$ cat config.mk
export PLATFORM = sky130hd
export DESIGN_NAME = int_ctrl_flat
export DESIGN_NICKNAME = d
export VERILOG_FILES = /design/src/rtl/int_ctrl_if.sv /design/src/rtl/int_ctrl.sv /design/src/flat_wrapper.sv
export SDC_FILE = /design/constraint.sdc
export NUM_CORES = 1
export LEC_CHECK = 0
export ABC_AREA = 1
export CAP_MARGIN = 20
export CORE_ASPECT_RATIO = 0.5
export CORE_MARGIN = 5
export CORE_UTILIZATION = 39
export DETAILED_ROUTE_END_ITERATION = 7
export PLACE_DENSITY = 0.76
export SLEW_MARGIN = 40
export SYNTH_ARGS = -nofsm -noshare
export SYNTH_HDL_FRONTEND = slang
export SYNTH_SLANG_ARGS = --single-unit
$ cat constraint.sdc
create_clock -name clk -period 1.2 [get_ports clk]
set_clock_uncertainty 0.05 [all_clocks]
set_input_delay 0.12 -clock clk [delete_from_list [all_inputs] [get_ports clk]]
set_output_delay 0.12 -clock clk [all_outputs]
set_load 0.05 [all_outputs]
$ cat src/rtl/int_ctrl_if.sv
// ============================================================================
// int_ctrl_if : CPU / config / interrupt-line bundle for int_ctrl
// Rev 1.0
// ============================================================================
`default_nettype none

interface int_ctrl_if #(
  parameter int NSRC = 8
);
  logic [NSRC-1:0] irq;
  logic            cfg_we;
  logic [1:0]      cfg_addr;
  logic [7:0]      cfg_wdata;
  logic [7:0]      cfg_rdata;
  logic            int_ack;
  logic            int_done;
  logic            INTin;
  logic [31:0]     INTnum;

  modport master (
    output irq, cfg_we, cfg_addr, cfg_wdata, int_ack, int_done,
    input  cfg_rdata, INTin, INTnum
  );

  modport slave (
    input  irq, cfg_we, cfg_addr, cfg_wdata, int_ack, int_done,
    output cfg_rdata, INTin, INTnum
  );
endinterface

`default_nettype wire

$ cat src/rtl/int_ctrl.sv
// ============================================================================
// int_ctrl : edge-detecting, maskable, fixed-priority interrupt controller
// Rev 1.0
// ============================================================================
`default_nettype none

module int_ctrl #(
  parameter int NSRC = 8
) (
  input  logic        clk,
  input  logic        rst,
  int_ctrl_if.slave   bus
);

  typedef enum logic [1:0] {
    IDLE    = 2'd0,
    REQ     = 2'd1,
    SERVICE = 2'd2
  } state_t;

  localparam logic [1:0] c_ADDR_MASK   = 2'd0;
  localparam logic [1:0] c_ADDR_PEND   = 2'd1;
  localparam logic [1:0] c_ADDR_STATUS = 2'd2;

  state_t          state_q, state_d;
  logic [NSRC-1:0] irq_d_q;
  logic [NSRC-1:0] mask_q, mask_d;
  logic [NSRC-1:0] pend_q, pend_d;
  logic [2:0]      cur_id_q, cur_id_d;

  logic [NSRC-1:0] w_edge;
  logic [NSRC-1:0] w_w1c;
  logic [NSRC-1:0] w_ack_clr;
  logic [NSRC-1:0] w_req_vec;
  logic [2:0]      w_winner;
  logic            w_take_ack;
  logic            w_intin;
  logic            w_service;

  assign w_edge     = bus.irq & ~irq_d_q;
  assign w_req_vec  = pend_q & mask_q;
  assign w_take_ack = (state_q == REQ) && bus.int_ack;
  assign w_w1c      = (bus.cfg_we && bus.cfg_addr == c_ADDR_PEND) ? bus.cfg_wdata : '0;
  assign w_ack_clr  = w_take_ack ? (NSRC'(1) << cur_id_q) : '0;

  // Lowest index wins: scan downward so the last hit is the smallest.
  always_comb begin
    w_winner = 3'd0;
    for (int i = NSRC - 1; i >= 0; i--) begin
      if (w_req_vec[i]) begin
        w_winner = 3'(i);
      end
    end
  end

  // A new edge beats any same-cycle clear so no event is lost.
  always_comb begin
    mask_d = mask_q;
    if (bus.cfg_we && bus.cfg_addr == c_ADDR_MASK) begin
      mask_d = bus.cfg_wdata;
    end
    pend_d = (pend_q & ~(w_w1c | w_ack_clr)) | w_edge;
  end

  always_comb begin
    state_d  = state_q;
    cur_id_d = cur_id_q;
    unique case (state_q)
      IDLE: begin
        if (|w_req_vec) begin
          cur_id_d = w_winner;
          state_d  = REQ;
        end
      end
      REQ: begin
        if (bus.int_ack) begin
          state_d = SERVICE;
        end
      end
      SERVICE: begin
        if (bus.int_done) begin
          state_d = IDLE;
        end
      end
      default: state_d = IDLE;
    endcase
  end

  always_ff @(posedge clk) begin
    if (rst) begin
      state_q  <= IDLE;
      mask_q   <= '0;
      pend_q   <= '0;
      cur_id_q <= 3'd0;
      irq_d_q  <= bus.irq;
    end else begin
      state_q  <= state_d;
      mask_q   <= mask_d;
      pend_q   <= pend_d;
      cur_id_q <= cur_id_d;
      irq_d_q  <= bus.irq;
    end
  end

  assign w_intin   = (state_q == REQ);
  assign w_service = (state_q == SERVICE);

  assign bus.INTin  = w_intin;
  assign bus.INTnum = w_intin ? {28'd0, {1'b0, cur_id_q} + 4'd1} : 32'd0;

  always_comb begin
    bus.cfg_rdata = 8'h00;
    unique case (bus.cfg_addr)
      c_ADDR_MASK:   bus.cfg_rdata = mask_q;
      c_ADDR_PEND:   bus.cfg_rdata = pend_q;
      c_ADDR_STATUS: bus.cfg_rdata = {w_intin, w_service, 3'b000, cur_id_q};
      default:       bus.cfg_rdata = 8'h00;
    endcase
  end

endmodule

`default_nettype wire

$ cat src/flat_wrapper.sv
// flat-port wrapper written by rule: the top's interface ports become plain ports
module int_ctrl_flat 
#(
  parameter int NSRC = 8
)
  (clk, rst, bus_irq, bus_cfg_we, bus_cfg_addr, bus_cfg_wdata, bus_int_ack, bus_int_done, bus_cfg_rdata, bus_INTin, bus_INTnum);
  int_ctrl_if #(.NSRC(NSRC)) bus_i ();
  input  logic clk;
  input  logic rst;
  input wire logic [$bits(bus_i.irq)-1:0] bus_irq;
  input wire logic [$bits(bus_i.cfg_we)-1:0] bus_cfg_we;
  input wire logic [$bits(bus_i.cfg_addr)-1:0] bus_cfg_addr;
  input wire logic [$bits(bus_i.cfg_wdata)-1:0] bus_cfg_wdata;
  input wire logic [$bits(bus_i.int_ack)-1:0] bus_int_ack;
  input wire logic [$bits(bus_i.int_done)-1:0] bus_int_done;
  output wire logic [$bits(bus_i.cfg_rdata)-1:0] bus_cfg_rdata;
  output wire logic [$bits(bus_i.INTin)-1:0] bus_INTin;
  output wire logic [$bits(bus_i.INTnum)-1:0] bus_INTnum;
  assign bus_i.irq = bus_irq;
  assign bus_i.cfg_we = bus_cfg_we;
  assign bus_i.cfg_addr = bus_cfg_addr;
  assign bus_i.cfg_wdata = bus_cfg_wdata;
  assign bus_i.int_ack = bus_int_ack;
  assign bus_i.int_done = bus_int_done;
  assign bus_cfg_rdata = bus_i.cfg_rdata;
  assign bus_INTin = bus_i.INTin;
  assign bus_INTnum = bus_i.INTnum;
  int_ctrl #(.NSRC(NSRC)) u_core (.clk(clk), .rst(rst), .bus(bus_i));
endmodule
==> results.yml <==
yosys:
  synthesis.area_mm2: 0.00159
  synth_area_leader_cell: "dfxtp_1"
  yosysTopAreaCellShare: 0.366
  synth-seq-area-share: 0.366
  synth_cell_types: 25
  syn_inst: 221
  ys_top_cells_by_area: "dfxtp_1, buf_4, nand2_1, nor2_1, inv_1"
  syn_avg_cell_area_um2: 7.18
  yosys_register_bits: 29
  yosysWarnings: 0
cells_and_area:
  drive_gt1_frac: 0.403
  multi_input_area_mm2: 0.00104
  area.growth.synth_to_final_pct: 68.0
  final_area_mm2: 0.00267
  fillers: 252
  num_antenna_cells: 0
  nets: 318
  final-seq-area_um2: 606
hold_path:
  holdPathEnd: "u_core.irq_d_q[1]"
  hold_depth: 1
  hold_start: "bus_irq[1]"
  hold_class: "in -> reg"
worst_setup_path:
  endpoint_kind: "output pin"
  critical_path_class: "reg -> out"
  worstPathMaxFanout: 3
  crit_path_start_kind: "register"
  reg2regPathDepth: 5
  r2r_slack_ns: -0.13
  r2r_end: "u_core.cur_id_q[1]"
  required_ns: 1.03
  arrival_ns: 1.31
  r2r_start: "u_core.state_q[1]"
timing:
  period_minus_slack_ns: 1.48
  fmax_ghz: 0.677
  post-route-period-util: 1.23
  setup_viol: 20
  setup_ws_ns: -0.278
  rsz0062_at_grt: "yes"
  hold_viol: 0
  drv_slew: 0
clocking:
  htreeDepth: 2
  cts.sinks: 29
  clockBufferDepth: 2
  cts_inserted_buffers: 5
  cts_root_buffer: "clkbuf_8"
  clk_pin_slew_worst_paths_ns: 0.07
  cts_hold_buffers: 0
  clk_latency_ns: 0.29
  cts_tree: "built"
die:
  initial_core_util: 0.405
  coreArea_mm2: 0.00392
  die_y_um: 55.1
  die_x_um: 100
  rows: 16
  die-area_mm2: 0.00552
  pin_count: 64
routing:
  wl_per_cell_um: 16.6
  drt_pass1_iterations: 5
  vias_per_cell: 5.22
  drc: 0
  ant_nets: 0
  via_count: 1795
  wirelength_um: 5730
  drt_iter0_markers: 201
placement:
  gp_congestion: 0.864
  dp_hpwl_um: 3220
  place_area_mm2: 0.00220
  port_buffers: 35
grt:
  grt_antenna_before_repair: 0
  grt_pass1_vias: 1628
  grt_usage: 0.181
  grt_overflow: 0
  grt_max_degree: 12
  grt_pass1_wl_um: 7380
pwr:
  power_density_mw_per_mm2: 1170
  ir_drop_v: 0.00117
  total_power_uw: 3130
  power.leakage_uw: 0.00121
run_status:
  violations: "setup timing"
  outcome: "finished with violations"
run:
  cap_violations: 0
registers in the layout, indices dropped and copies added, names as in the netlist:
name,flops
u_core.cur_id_q,3
u_core.irq_d_q,8
u_core.pend_q,8
u_core.mask_q,8
u_core.state_q,2
cells in the mapped netlist:
master    count
o311ai_0      1
inv_2         2
o21a_1        1
nor3_4        1
nor3_1        1
dfxtp_1      29
clkbuf_1      2
a22o_1        3
nand3_1      14
nor4_1        1
nor2_4        2
o21ai_0      10
a21oi_1      11
nand4_1       2
o21ai_1       1
nor2_1       27
inv_1        21
conb_1        1
buf_4        28
o211ai_1      4
nand2_2       1
a211oi_1      1
nor2_2        1
ha_1          6
nand2_1      50
worst max path at each step:
stage | endpoint | from | slack (ns) | cells after the start
global placement | bus_cfg_rdata[0] | bus_cfg_addr[1] | -0.43 | 5
floorplan | bus_cfg_rdata[7] | u_core.state_q[1] | -0.24 | 3
detailed placement | bus_cfg_rdata[1] | bus_cfg_addr[1] | -0.43 | 4
finish | bus_INTnum[2] | u_core.cur_id_q[0] | -0.28 | 4
CTS | bus_INTnum[2] | u_core.cur_id_q[0] | -0.25 | 4
global route | bus_INTnum[2] | u_core.cur_id_q[0] | -0.31 | 4
final cells by class:
class | count | area share
clock buffers | 6 | 0.0310
clock inverters | 2 | 0.0136
inverters | 23 | 0.0361
multi-input cells | 167 | 0.390
flip-flops and latches | 29 | 0.227
well taps | 54 | 0.0253
repair buffers | 63 | 0.277
routing by layer:
layer | vias up | part of all wire | GRT usage
li1 | 796 | - | -
met1 | 851 | 0.36 | 0.189
met2 | 117 | 0.49 | 0.344
met3 | 31 | 0.11 | 0.0463
met4 | 0 | 0.043 | 0.107
met5 | - | 0 | 0
logic make-up after synthesis:
family	count (synthesis)	share of synthesized area
buf+inv	53	0.191
compound gates	32	0.120
fa+ha+maj	6	0.0473
other cells	1	0.00236
flops	29	0.366
simple gates	100	0.273
worst max-delay path, stage by stage, from the launching register on:
cell and delay [ns]:
dfxtp_4 0.37, ha_4 0.18, ha_4 0.23, nor2_4 0.10, buf_12 0.14
cell usage in the layout, fill, tap and decap left out, types with 6 or more instances in the layout:
cell / n
a21oi_1: 8
buf_12: 14
buf_4: 20
clkbuf_8: 6
clkdlybuf4s50_1: 20
conb_1: 28
dfxtp_1: 15
dfxtp_2: 11
inv_1: 14
inv_2: 6
nand2_1: 39
nand2_2: 11
nand3_2: 9
nor2_1: 23
nor2_4: 6
o21ai_0: 9
through the flow:
step	std cells	setup TNS (ns)	util	hold WS (ns)	setup WS (ns)
2_1_floorplan	248	-1.31	-	0.0977	-0.236
3_3_place_gp	322	-7.42	0.561	0.417	-0.432
3_5_place_dp	322	-8.21	0.561	0.426	-0.433
4_1_cts	339	-1.98	0.635	0.253	-0.249
5_1_grt	344	-3.62	0.680	0.254	-0.306
6_report	344	-2.61	0.680	0.249	-0.278
report_power, final:
group	switching, uW	total [uW]	internal (uW)	leakage, uW
sequential	66.0	1100	1030	0.000246
clock	425	1100	676	0.0000617
combinational	583	932	349	0.000897
timing repair:
action / CTS / global route
setup buffers: 8 / 5
gates cloned: 1 / 1
endpoints found under the setup margin: 22 / 24
gates resized for setup: 35 / 44
pin swaps: 13 / 19
(Power assumes the default switching activity.)
